## src/rtl/srm_arb_pkg.sv

```systemverilog
// Shared definitions for the battery-SRAM arbiter: FSM encoding, CPU window
// decode and the minimum access-length constant.
package srm_arb_pkg;

  typedef enum logic [1:0] {
    ST_IDLE = 2'd0,
    ST_CPU  = 2'd1,
    ST_SYS  = 2'd2
  } arb_state_t;

  localparam logic [15:0] WIN_BASE    = 16'h6000;
  localparam logic [2:0]  WIN_TAG     = WIN_BASE[15:13];
  localparam int          ACC_CYC_MIN = 3;

  // $6000-$7FFF is selected by the top three address bits alone.
  function automatic logic is_hit(input logic [15:0] addr);
    return addr[15:13] == WIN_TAG;
  endfunction

endpackage

```

## src/rtl/m2_sync.sv

```systemverilog
// Brings the raw CPU M2 strobe into the clk domain and derives single-cycle
// rise/fall pulses from the synchronized level.
module m2_sync (
  input  logic clk,
  input  logic rst_n,
  input  logic m2,
  output logic m2_s,
  output logic m2_rise,
  output logic m2_fall
);

  logic m2_meta_reg;
  logic m2_sync_reg;
  logic m2_dly_reg;

  always_ff @(posedge clk or negedge rst_n) begin
    if (!rst_n) begin
      m2_meta_reg <= 1'b0;
      m2_sync_reg <= 1'b0;
      m2_dly_reg  <= 1'b0;
    end else begin
      m2_meta_reg <= m2;
      m2_sync_reg <= m2_meta_reg;
      m2_dly_reg  <= m2_sync_reg;
    end
  end

  assign m2_s    = m2_sync_reg;
  assign m2_rise = m2_sync_reg & ~m2_dly_reg;
  assign m2_fall = ~m2_sync_reg & m2_dly_reg;

endmodule

```

## src/rtl/srm_arbiter.sv

```systemverilog
// Battery-SRAM arbiter: CPU M2 cycles take priority, system req/ack traffic
// fills idle slots. Define SRM_WP_EN to add the srm_wp CPU write-protect input.
module srm_arbiter
  import srm_arb_pkg::*;
#(
  parameter int ACC_CYC = 3,
  parameter int WR_DLY  = 8
) (
  input  logic        clk,
  input  logic        rst_n,
  input  logic        m2,
  input  logic [15:0] cpu_addr,
  input  logic        cpu_rw,
  input  logic [7:0]  cpu_wdat,
`ifdef SRM_WP_EN
  input  logic        srm_wp,
`endif
  output logic [7:0]  cpu_rdat,
  input  logic        sys_req,
  input  logic        sys_we,
  input  logic [12:0] sys_addr,
  input  logic [7:0]  sys_wdat,
  output logic        sys_ack,
  output logic [7:0]  sys_rdat,
  output logic [12:0] srm_addr,
  output logic [7:0]  srm_wdat,
  input  logic [7:0]  srm_rdat,
  output logic        srm_ce,
  output logic        srm_oe,
  output logic        srm_we,
  output logic        busy
);

  localparam int              CW       = $clog2(ACC_CYC);
  localparam logic [CW-1:0]   CNT_LAST = CW'(ACC_CYC - 1);
  localparam logic [CW-1:0]   CNT_CAP  = CW'(ACC_CYC - 2);
  localparam int              HW       = $clog2(WR_DLY + 1);
  localparam logic [HW-1:0]   HI_TRIG  = HW'(WR_DLY - 1);
  localparam logic [HW-1:0]   HI_MAX   = HW'(WR_DLY);

  if (ACC_CYC < ACC_CYC_MIN) begin : g_acc_cyc_check
    $error("srm_arbiter: ACC_CYC must be at least %0d", ACC_CYC_MIN);
  end

  logic            m2_s, m2_rise, m2_fall;
  arb_state_t      state_reg, state_next;
  logic [CW-1:0]   cnt_reg, cnt_next;
  logic [HW-1:0]   hi_cnt_reg;
  logic            served_reg, cpu_pend_reg, cpu_rd_reg;
  logic [12:0]     cpu_addr_reg;
  logic [7:0]      cpu_wdat_reg;
  logic            acc_rd_reg, acc_rd_next;
  logic            cpu_hit, rd_trig, wr_trig, wr_go, acc_start, rd_cap;
  logic [12:0]     srm_addr_next;
  logic [7:0]      srm_wdat_next, cpu_rdat_next, sys_rdat_next;
  logic            srm_ce_next, srm_oe_next, srm_we_next, sys_ack_next, busy_next;

  m2_sync u_m2_sync (
    .clk     (clk),
    .rst_n   (rst_n),
    .m2      (m2),
    .m2_s    (m2_s),
    .m2_rise (m2_rise),
    .m2_fall (m2_fall)
  );

  assign cpu_hit = is_hit(cpu_addr);
  assign rd_trig = m2_rise & cpu_hit & cpu_rw & ~served_reg;
  // Writes wait until M2 has been high long enough for the CPU data to settle.
  assign wr_trig = m2_s & (hi_cnt_reg == HI_TRIG) & cpu_hit & ~cpu_rw & ~served_reg;
`ifdef SRM_WP_EN
  assign wr_go   = wr_trig & ~srm_wp;
`else
  assign wr_go   = wr_trig;
`endif

  always_ff @(posedge clk or negedge rst_n) begin
    if (!rst_n) begin
      served_reg   <= 1'b0;
      hi_cnt_reg   <= '0;
      cpu_pend_reg <= 1'b0;
      cpu_rd_reg   <= 1'b0;
      cpu_addr_reg <= '0;
      cpu_wdat_reg <= '0;
    end else begin
      if (m2_fall)
        served_reg <= 1'b0;
      else if (rd_trig | wr_trig)
        served_reg <= 1'b1;

      if (!m2_s)
        hi_cnt_reg <= '0;
      else if (hi_cnt_reg != HI_MAX)
        hi_cnt_reg <= hi_cnt_reg + 1'b1;

      if (rd_trig | wr_go) begin
        cpu_pend_reg <= 1'b1;
        cpu_rd_reg   <= rd_trig;
        cpu_addr_reg <= cpu_addr[12:0];
        cpu_wdat_reg <= cpu_wdat;
      end else if (acc_start && state_next == ST_CPU) begin
        cpu_pend_reg <= 1'b0;
      end
    end
  end

  always_ff @(posedge clk or negedge rst_n) begin
    if (!rst_n) begin
      state_reg  <= ST_IDLE;
      cnt_reg    <= '0;
      acc_rd_reg <= 1'b0;
    end else begin
      state_reg  <= state_next;
      cnt_reg    <= cnt_next;
      acc_rd_reg <= acc_rd_next;
    end
  end

  always_comb begin
    state_next = state_reg;
    cnt_next   = '0;
    unique case (state_reg)
      ST_IDLE: begin
        if (cpu_pend_reg)
          state_next = ST_CPU;
        else if (sys_req)
          state_next = ST_SYS;
      end
      default: begin
        if (cnt_reg == CNT_LAST)
          state_next = ST_IDLE;
        else
          cnt_next = cnt_reg + 1'b1;
      end
    endcase
  end

  // Everything below feeds the output registers, so it is phrased in terms of
  // the state and cycle count the arbiter will be in after the next edge.
  always_comb begin
    acc_start     = (state_reg == ST_IDLE) && (state_next != ST_IDLE);
    acc_rd_next   = acc_rd_reg;
    srm_addr_next = srm_addr;
    srm_wdat_next = srm_wdat;
    if (acc_start) begin
      if (state_next == ST_CPU) begin
        acc_rd_next   = cpu_rd_reg;
        srm_addr_next = cpu_addr_reg;
        srm_wdat_next = cpu_wdat_reg;
      end else begin
        acc_rd_next   = ~sys_we;
        srm_addr_next = sys_addr;
        srm_wdat_next = sys_wdat;
      end
    end
    srm_ce_next  = (state_next != ST_IDLE);
    srm_oe_next  = srm_ce_next & acc_rd_next;
    srm_we_next  = srm_ce_next & ~acc_rd_next & (cnt_next != '0) & (cnt_next <= CNT_CAP);
    sys_ack_next = (state_next == ST_SYS) && (cnt_next == CNT_LAST);
    busy_next    = srm_ce_next;

    // Capture on the edge that enters the last cycle so sys_rdat is already
    // valid while sys_ack is high.
    rd_cap        = (state_reg != ST_IDLE) && (cnt_reg == CNT_CAP) && acc_rd_reg;
    cpu_rdat_next = cpu_rdat;
    sys_rdat_next = sys_rdat;
    if (rd_cap) begin
      if (state_reg == ST_CPU)
        cpu_rdat_next = srm_rdat;
      else
        sys_rdat_next = srm_rdat;
    end
  end

  always_ff @(posedge clk or negedge rst_n) begin
    if (!rst_n) begin
      srm_addr <= '0;
      srm_wdat <= '0;
      srm_ce   <= 1'b0;
      srm_oe   <= 1'b0;
      srm_we   <= 1'b0;
      sys_ack  <= 1'b0;
      busy     <= 1'b0;
      cpu_rdat <= 8'hFF;
      sys_rdat <= 8'h00;
    end else begin
      srm_addr <= srm_addr_next;
      srm_wdat <= srm_wdat_next;
      srm_ce   <= srm_ce_next;
      srm_oe   <= srm_oe_next;
      srm_we   <= srm_we_next;
      sys_ack  <= sys_ack_next;
      busy     <= busy_next;
      cpu_rdat <= cpu_rdat_next;
      sys_rdat <= sys_rdat_next;
    end
  end

endmodule

```

## config.mk

```make
export PLATFORM = sky130hd
export DESIGN_NAME = srm_arbiter
export DESIGN_NICKNAME = d
export VERILOG_FILES = /design/src/rtl/srm_arb_pkg.sv /design/src/rtl/m2_sync.sv /design/src/rtl/srm_arbiter.sv
export SDC_FILE = /design/constraint.sdc
export NUM_CORES = 1
export LEC_CHECK = 0
export CAP_MARGIN = 20
export CORE_ASPECT_RATIO = 2
export CORE_UTILIZATION = 47
export CTS_CLUSTER_DIAMETER = 30
export DETAILED_ROUTE_END_ITERATION = 10
export PLACE_DENSITY = 0.77
export SYNTH_ARGS = -nofsm -noshare
export SYNTH_HDL_FRONTEND = slang
export SYNTH_SLANG_ARGS = --single-unit
```

## constraint.sdc

```tcl
create_clock -name clk -period 2.05 [get_ports clk]
set_input_delay 0.205 -clock clk [delete_from_list [all_inputs] [get_ports clk]]
set_output_delay 0.205 -clock clk [all_outputs]
set_load 0.01 [all_outputs]
```

[After elaboration in Yosys (flattened, before gate mapping)]
Cells that the tools add are included.
Operators by class
  div/mod/pow operators: 0
  multiplexer cells: 16
  add/subtract/negate cells: 2
  reduce and logical (&&, ||, !) cells: 13
  shift operators: 0
  bitwise logic cells: 21
  $mul: 0
  equality and inequality tests: 10
  magnitude comparators: 1
Operators with widths (count)
  1-bit bitwise AND: 13
  13-bit 2-to-1 mux: 1
  2-bit 2-to-1 mux: 6
  2-bit nonzero test: 5
  4-bit 2-to-1 mux: 2
  8-bit 2-to-1 mux: 1
  1-bit NOT: 7
  2-bit by 1-bit == test with 1-bit output (second input constant): 3
  2-bit == test (second input constant): 3
  1-bit 2-to-1 mux: 6
  1-bit logical AND: 5
  4-bit by 1-bit adder with 4-bit output (second input constant): 1
  4-bit by 3-bit == test with 1-bit output (second input constant): 1
  4-bit inequality test (second input constant): 1
  2-bit AND reduction: 2
  3-bit by 2-bit == test with 1-bit output (second input constant): 1
  2-bit by 1-bit adder with 2-bit output (second input constant): 1
  2-bit by 1-bit less-or-equal comparator with 1-bit output (second input constant): 1
  2-bit zero test: 1
  2-bit inequality test (second input constant): 1
  1-bit bitwise OR: 1
Storage, ports and cells
  input port bits: 59
  memories kept: 0
  bits in writable memories: 0
  latch bits: 0
  logic and storage cells: 83
  output and inout bits: 42
  ROM bits: 0
  register bits: 77

[Longest topological paths before layout]
Gate-level depths: netlist (run 1).
  word-level depth: 10
  mapped depth: 5
  gate-level depth less buffers: 5

[Hierarchy]
From an unflattened synthesis (run 1), not the netlist that was laid out.
Second synthesis, totals
  cell total of the unflattened synthesis: 249
  area total of the unflattened synthesis: 3205.6 um^2
By module, submodules not included
  srm_arbiter: instances 1, sequential area each 1861.8 um^2, area each 3115.5 um^2, cells an instance 244
  m2_sync: instances 1, sequential area each 75.1 um^2, area each 90.1 um^2, cells an instance 5

[Worst setup path after synthesis (run 1)]
OpenSTA, ideal clock, no wires.
  path kind: reg2reg
  start: register hi_cnt_reg[0]
  end: register cpu_addr_reg[0]
  stages on the path, launching flop included: 6
  buffers on the path: 1
  arrival time: 1.521 ns
  setup slack: 0.403 ns
  clock period less this slack: 1.647 ns
  setup time: 0.125 ns
  required time: 1.925 ns
  path through: dfrtp_1 > ha_1 > nor4bb_4 > o211ai_4 > buf_6 > mux2_4
Between the ends
  cells in the longest elaborated chain, start to end: 6
Ends and longest elaborated chain
  start: declaration: line srm_arbiter.sv:48  | logic [HW-1:0] hi_cnt_reg;
  start signal: assignment: line srm_arbiter.sv:94  | hi_cnt_reg <= hi_cnt_reg + 1'b1;
  4-bit by 3-bit == test with 1-bit output: line srm_arbiter.sv:70  | assign wr_trig = m2_s & (hi_cnt_reg == HI_TRIG) & cpu_hit & ~cpu_rw & ~served_reg;
  1-bit bitwise AND (4 in series): line srm_arbiter.sv:70
  1-bit bitwise OR: line srm_arbiter.sv:96  | if (rd_trig | wr_go) begin
  end signal: assignment: line srm_arbiter.sv:99  | cpu_addr_reg <= cpu_addr[12:0];
  end: declaration: line srm_arbiter.sv:50  | logic [12:0] cpu_addr_reg;
No other way between the ends.
A chain may end at the register's enable or synchronous reset.

[Worst setup path after layout (run 1)]
  start: register cpu_pend_reg
  end: register srm_addr[9]
Between the ends
  cells in the longest elaborated chain, start to end: 4
  elaborated cells on any way between the ends: 6
  those cells by class: eq/ne (1); mux (3); reduce/logical (2)
Ends and longest elaborated chain
  start: declaration: line srm_arbiter.sv:49  | logic served_reg, cpu_pend_reg, cpu_rd_reg;
  start signal: assignment: line srm_arbiter.sv:81  | cpu_pend_reg <= 1'b0;
  start signal: assignment: line srm_arbiter.sv:97  | cpu_pend_reg <= 1'b1;
  start signal: assignment: line srm_arbiter.sv:102  | cpu_pend_reg <= 1'b0;
  2-bit 2-to-1 mux (*): line srm_arbiter.sv:124  | if (cpu_pend_reg)
  2-bit 2-to-1 mux (*): line srm_arbiter.sv:122  | unique case (state_reg)
  2-bit by 1-bit == test with 1-bit output or 2-bit nonzero test (tied branches): line srm_arbiter.sv:146, srm_arbiter.sv:141
  13-bit 2-to-1 mux or 1-bit logical AND (tied branches): line srm_arbiter.sv:146, srm_arbiter.sv:141
  end signal: assignment: line srm_arbiter.sv:187  | srm_addr <= srm_addr_next;
  end: declaration: line srm_arbiter.sv:25  | output logic [12:0] srm_addr,
Mark *: on every way between the ends. The rest lies on a longest branch, timed or not.

==> results of run 1 <==
## path summary, 6_finish.rpt
| check | end | slack (ns) | cells after the start |
|---|---|---|---|
| min | u_m2_sync.m2_meta_reg | 0.33 | 1 |
| min reg2reg | u_m2_sync.m2_s | 0.36 | 0 |
| max reg2reg | srm_addr[9] | 0.16 | 3 |
| max | srm_addr[9] | 0.16 | 3 |
| min in group asynchronous | hi_cnt_reg[2] | 0.43 | 2 |
| max in group asynchronous | srm_addr[8] | 0.91 | 3 |
## worst max-delay path, stage by stage, from the launching register on
cell,delay [ns]
dfrtp_1,0.43
or2_1,0.51
a2111oi_0,0.67
a2bb2oi_1,0.13
## per-stage QoR
stage / TNS [ns] / std cells
2_1_floorplan: 0 / 254
3_3_place_gp: -0.02978 / 436
3_5_place_dp: -0.01561 / 436
4_1_cts: 0 / 453
5_1_grt: -0.1063 / 453
6_report: 0 / 453
## metal layers
metal | vias up | part of all wire, %
met5 | - | 0
met4 | 0 | 2.7
met3 | 13 | 3.0
met2 | 72 | 56
met1 | 1273 | 39
li1 | 1175 | -
## power groups by stage
stage | sequential (mW) | clock [mW] | combinational (mW)
6_report | 2.42 | 1.47 | 2.25
2_1_floorplan | 2.54 | 0 | 0.962
3_5_place_dp | 2.42 | 0 | 2.26
4_1_cts | 2.42 | 1.51 | 2.27
5_1_grt | 2.49 | 1.56 | 2.40
3_3_place_gp | 2.42 | 0 | 2.21
## final cells by class
class	count	area share (%)
inverters	4	0.3105
well taps	90	2.329
flip-flops and latches	77	40.05
clock inverters	1	0.1035
clock buffers	15	5.744
multi-input cells	153	28.49
repair buffers	113	22.98
## cells in the final DEF, fill, tap and decap left out, types with 3 or more instances in the layout
master / n
a2111oi_0: 21
inv_1: 4
nor2b_1: 5
dfrtp_1: 69
nand2b_1: 3
mux2_4: 18
buf_4: 12
dfstp_2: 8
o21ai_0: 25
mux2_2: 19
a21oi_1: 4
nand2_1: 3
clkbuf_1: 3
clkbuf_8: 3
a2bb2oi_1: 21
clkdlybuf4s50_1: 99
clkbuf_16: 9
## cell families after synthesis
| kind of cell | count (synthesis) |
|---|---|
| AO/OA/AOI/OAI | 78 |
| adder cells (fa/ha/maj) | 2 |
| multiplexers | 39 |
| buffers and inverters | 24 |
| flip-flops | 77 |
| XOR/XNOR | 2 |
| AND/OR/NAND/NOR | 32 |
## repair_timing
item / 4_1_cts / 5_1_grt
hold buffers: 1 / 0
setup endpoints to repair: 0 / 3
endpoints found under the hold margin: 42 / 0
==> flow_metrics.env, run 1 <==
export IMPL_outcome="finished clean"
export IMPL_ys_seq_elements=77
export IMPL_syn_inst=254
export IMPL_p_switching_mw=1.783
export IMPL_cts_buffers=9
export IMPL_synth_adder_area_share_pct=0.7305
export IMPL_regArea_um2=1937
export IMPL_arrival_ns=2.07
export IMPL_synth_top_area_share_pct=50.40
export IMPL_final_cell_area_um2=4836
export IMPL_async_flop_share_pct=100.0
export IMPL_worstMarginPinSlew_ns=0.9083
export IMPL_max_freq_mhz=529.0
export IMPL_path_clk_slew_ns=0.06
export IMPL_area_growth_pct=41.16
export IMPL_clock_root_buffer="clkbuf_16"
export IMPL_antenna_found_initial=0
export IMPL_r2r_start="cpu_pend_reg"
export IMPL_fin_util_pct=69.14
export IMPL_die_h_um=122.7
export IMPL_gr_max_usage_layer="met2"
export IMPL_critPathLaunch="cpu_pend_reg"
export IMPL_hold_viol=0
export IMPL_post_cts_setup_buffers=0
export IMPL_netSwitchingFraction_pct=29.02
export IMPL_antenna_left=0
export IMPL_finalPower_mw=6.144
export IMPL_worstPathMaxFanout=23
export IMPL_io_pins=101
export IMPL_synth_edf_count=0
export IMPL_initial_core_util_pct=48.98
export IMPL_critPathCaptureType="register"
export IMPL_clk_path_buf_depth=2
export IMPL_cts_sinks=77
export IMPL_drive_gt1_share_pct=21.49
export IMPL_drc=0
export IMPL_synth_warning_count=0
export IMPL_synth_compound_area_share_pct=17.06
export IMPL_setup_viol=0
export IMPL_cap_violations=0
export IMPL_synthMuxAreaShare_pct=14.72
export IMPL_holdWs_ns=0.3329
export IMPL_wirelength_um=8040
export IMPL_path_class="register to register"
export IMPL_p_leak_nw=2.047
export IMPL_grt_pass1_wl_um=12570
export IMPL_hpwlAfterDp_um=5652
export IMPL_synth_seq_area_share_pct=56.54
export IMPL_finalCritPeriodShare_pct=92.22
export IMPL_grt_util_met2_pct=40.25
export IMPL_use_met3_pct=4.182
export IMPL_grt_use_total_pct=22.16
export IMPL_firstDrtPassIters=4
export IMPL_rsz0062_at_grt="true"
export IMPL_num_vias=2533
export IMPL_drt_iter0_markers=77
export IMPL_cts_tree="yes"
export IMPL_vdd_drop_max_v=0.0008242
export IMPL_htreeDepth=3
export IMPL_syn_area_um2=3426
export IMPL_port_buffers=100
export IMPL_internal_power_mw=4.361
export IMPL_die_x_um=62.37
export IMPL_drv_slew=0
export IMPL_setup_ws_ns=0.1595
export IMPL_synthXorXnorAreaFrac_pct=0.5113
export IMPL_fin_nets=419
export IMPL_place_gp_congestion=0.8186
export IMPL_met1_usage_pct=24.03
export IMPL_synthSimpleGateAreaFrac_pct=7.049
export IMPL_synthesis_nets=315
export IMPL_insertion_delay_ns=0.33
export IMPL_synth_area_leaders="dfrtp_1 (50%), mux2_4 (7.9%), mux2_2 (6.2%), dfstp_2 (6.1%), a2111oi_0 (5.4%)"
export IMPL_antennaDiodeCount=0
export IMPL_p_comb_share_pct=36.7
export IMPL_grt_overflow_total=0
export IMPL_fin_crit_ns=1.890
export IMPL_avgSynthCellArea_um2=13.49
export IMPL_required_ns=2.23
export IMPL_synth_most_common_cell="dfrtp_1"
export IMPL_dp_slack_ns=-0.01561
export IMPL_die_area_um2=7655
export IMPL_ys_types=43
export IMPL_cts_resized_gates=0
export IMPL_pwr_share_seq_pct=39.4
export IMPL_routedWlPerCell_um=17.75
export IMPL_grt_pass1_vias=2609
export IMPL_place_area_um2=4543
export IMPL_floorplan_rows=43
export IMPL_drt_vias_per_instance=5.592
export IMPL_synth_largest_area_cell="dfrtp_1"
export IMPL_maxSlewHeadroom_pct=39.23
export IMPL_fin_skew_ns=0.003948
export IMPL_grt_max_degree=53
export IMPL_holdCritStartpoint="m2"
export IMPL_p_per_area_nw_per_um2=1270
export IMPL_multiInputGateArea_um2=1378
export IMPL_worst_setup_path_start_kind="register"
export IMPL_synthTopCellsByCount="dfrtp_1 (69), o21ai_0 (25), a2111oi_0 (21), a2bb2oi_1 (21), mux2_2 (19)"
export IMPL_fillers=532
export IMPL_synth_top_family_by_area="compound AO/OA/AOI/OAI gates"
export IMPL_power_frac_clock_pct=23.9
export IMPL_synth_ff_type="dfrtp_1"
export IMPL_hp_class="primary input to register"
export IMPL_core_area_um2=6994
(Power assumes the default switching activity.)
==> run 2: changes to the inputs <==
- CORE_UTILIZATION: 47 -> 50
- PLACE_DENSITY: 0.77 -> 0.81
- clock period: 2.05 -> 2.4 ns (I/O delays scaled with it)
==> flow_metrics.env, run 2 (same netlist as run 1, synthesis figures left out) <==
export IMPL_max_freq_mhz=505.7
export IMPL_hpwlAfterDp_um=5508
export IMPL_vdd_drop_max_v=0.0008878
export IMPL_power_frac_clock_pct=26.0
export IMPL_die_x_um=60.53
export IMPL_worst_setup_path_start_kind="register"
export IMPL_antenna_found_initial=0
export IMPL_dp_slack_ns=0.2477
export IMPL_path_clk_slew_ns=0.06
export IMPL_finalSetupTns_ns=0
export IMPL_met1_usage_pct=29.02
export IMPL_floorplan_rows=42
export IMPL_cts_tree="yes"
export IMPL_die_h_um=119.1
export IMPL_final_cell_area_um2=4826
export IMPL_grt_pass1_wl_um=13310
export IMPL_cts_sinks=77
export IMPL_worstPathMaxFanout=23
export IMPL_clk_path_buf_depth=2
export IMPL_firstDrtPassIters=4
export IMPL_insertion_delay_ns=0.33
export IMPL_htreeDepth=3
export IMPL_die_area_um2=7207
export IMPL_arrival_ns=2.16
export IMPL_finalPower_mw=5.397
export IMPL_path_class="register to register"
export IMPL_port_buffers=100
export IMPL_setup_viol=0
export IMPL_drt_iter0_markers=93
export IMPL_p_comb_share_pct=34.9
export IMPL_final_common_cell="clkdlybuf4s50_1"
export IMPL_p_switching_mw=1.571
export IMPL_holdWs_ns=0.05018
export IMPL_finalCritPeriodShare_pct=82.40
export IMPL_post_cts_setup_buffers=0
export IMPL_fin_skew_ns=0.005399
export IMPL_final_cell_mix="clkdlybuf4s50_1 (99), dfrtp_1 (69), o21ai_0 (25)"
export IMPL_cts_hold_buf=0
export IMPL_drt_vias_per_instance=5.713
export IMPL_cap_violations=0
export IMPL_fin_crit_ns=1.978
export IMPL_hp_class="primary input to asynchronous set/reset pin"
export IMPL_wirelength_um=8060
export IMPL_drc=0
export IMPL_cts_buffers=9
export IMPL_hold_viol=0
export IMPL_fin_nets=414
export IMPL_grt_use_total_pct=25.37
export IMPL_initial_core_util_pct=51.74
export IMPL_gr_max_usage_layer="met2"
export IMPL_cts_resized_gates=0
export IMPL_pwr_share_seq_pct=39.1
export IMPL_grt_max_degree=78
export IMPL_p_per_area_nw_per_um2=1118
export IMPL_grt_util_met2_pct=43.27
export IMPL_drv_slew=0
export IMPL_outcome="finished clean"
export IMPL_setup_ws_ns=0.4223
export IMPL_maxSlewHeadroom_pct=37.29
export IMPL_clock_root_buffer="clkbuf_16"
export IMPL_io_pins=101
export IMPL_internal_power_mw=3.826
export IMPL_antenna_left=0
export IMPL_place_gp_congestion=0.7390
export IMPL_grt_overflow_total=0
export IMPL_p_leak_nw=2.036
export IMPL_rsz0062_at_grt="false"
export IMPL_worstMarginPinSlew_ns=0.9406
export IMPL_antennaDiodeCount=0
export IMPL_routedWlPerCell_um=18.07
export IMPL_use_met3_pct=5.537
export IMPL_required_ns=2.58
export IMPL_grt_pass1_vias=2722
export IMPL_area_growth_pct=40.87
export IMPL_place_area_um2=4511
export IMPL_core_area_um2=6621
export IMPL_critPathCaptureType="register"
export IMPL_netSwitchingFraction_pct=29.11
export IMPL_num_vias=2548
export IMPL_drive_gt1_share_pct=21.51
-- run 2: cell types whose count changed in the layout (fill, tap and decap cells not counted) --
cell / change
buf_4: -4
clkbuf_1: -3
clkbuf_8: -3
bufinv_16: +2
clkinv_2: +2
clkinvlp_4: +2
dlygate4sd3_1: -1
-- run 2: power groups by stage --
stage	sequential [mW]	clock, mW	combinational, mW
CTS	2.11	1.43	1.89
global placement	2.11	0	1.82
detailed placement	2.11	0	1.88
floorplan	2.17	0	0.822
finish	2.11	1.40	1.88
global route	2.16	1.49	2.02
-- run 2: final cells by class --
type	count	area, um2
inverters	4	15.01
clock buffers	9	225.2
multi-input cells	153	1378
clock inverters	7	90.09
well taps	88	110.1
repair buffers	108	1071
flip-flops and latches	77	1937
fillers	479	1795
-- run 2: path summary, 6_finish.rpt --
path | depth (start not counted) | slack [ns] | startpoint | end
hold / removal | 1 | 0.05 | rst_n | sys_rdat[2]
min in group clk | 1 | 0.35 | m2 | u_m2_sync.m2_meta_reg
setup reg to reg | 3 | 0.42 | cpu_pend_reg | srm_wdat[6]
setup / recovery | 3 | 0.42 | cpu_pend_reg | srm_wdat[6]
hold reg to reg | 0 | 0.36 | u_m2_sync.m2_meta_reg | u_m2_sync.m2_s
max in group asynchronous | 1 | 1.74 | rst_n | cpu_addr_reg[6]
-- run 2: critical path: stages (launching register included) --
cell and delay (ns):
dfrtp_1 0.43, or2_1 0.52, a2111oi_0 0.73, a2bb2oi_1 0.15
-- run 2: per-layer routing --
layer,wire length [um],up-vias
li1,-,1160
met1,3134,1280
met2,4397,92
met3,345,16
met4,183,0
met5,0,-
-- run 2: through the flow --
stage                     util, %  instances
after floorplan                 -        254
after global placement      68.12        430
after detailed placement    68.12        430
after CTS                   72.88        446
after global routing        72.88        446
final                       72.88        446
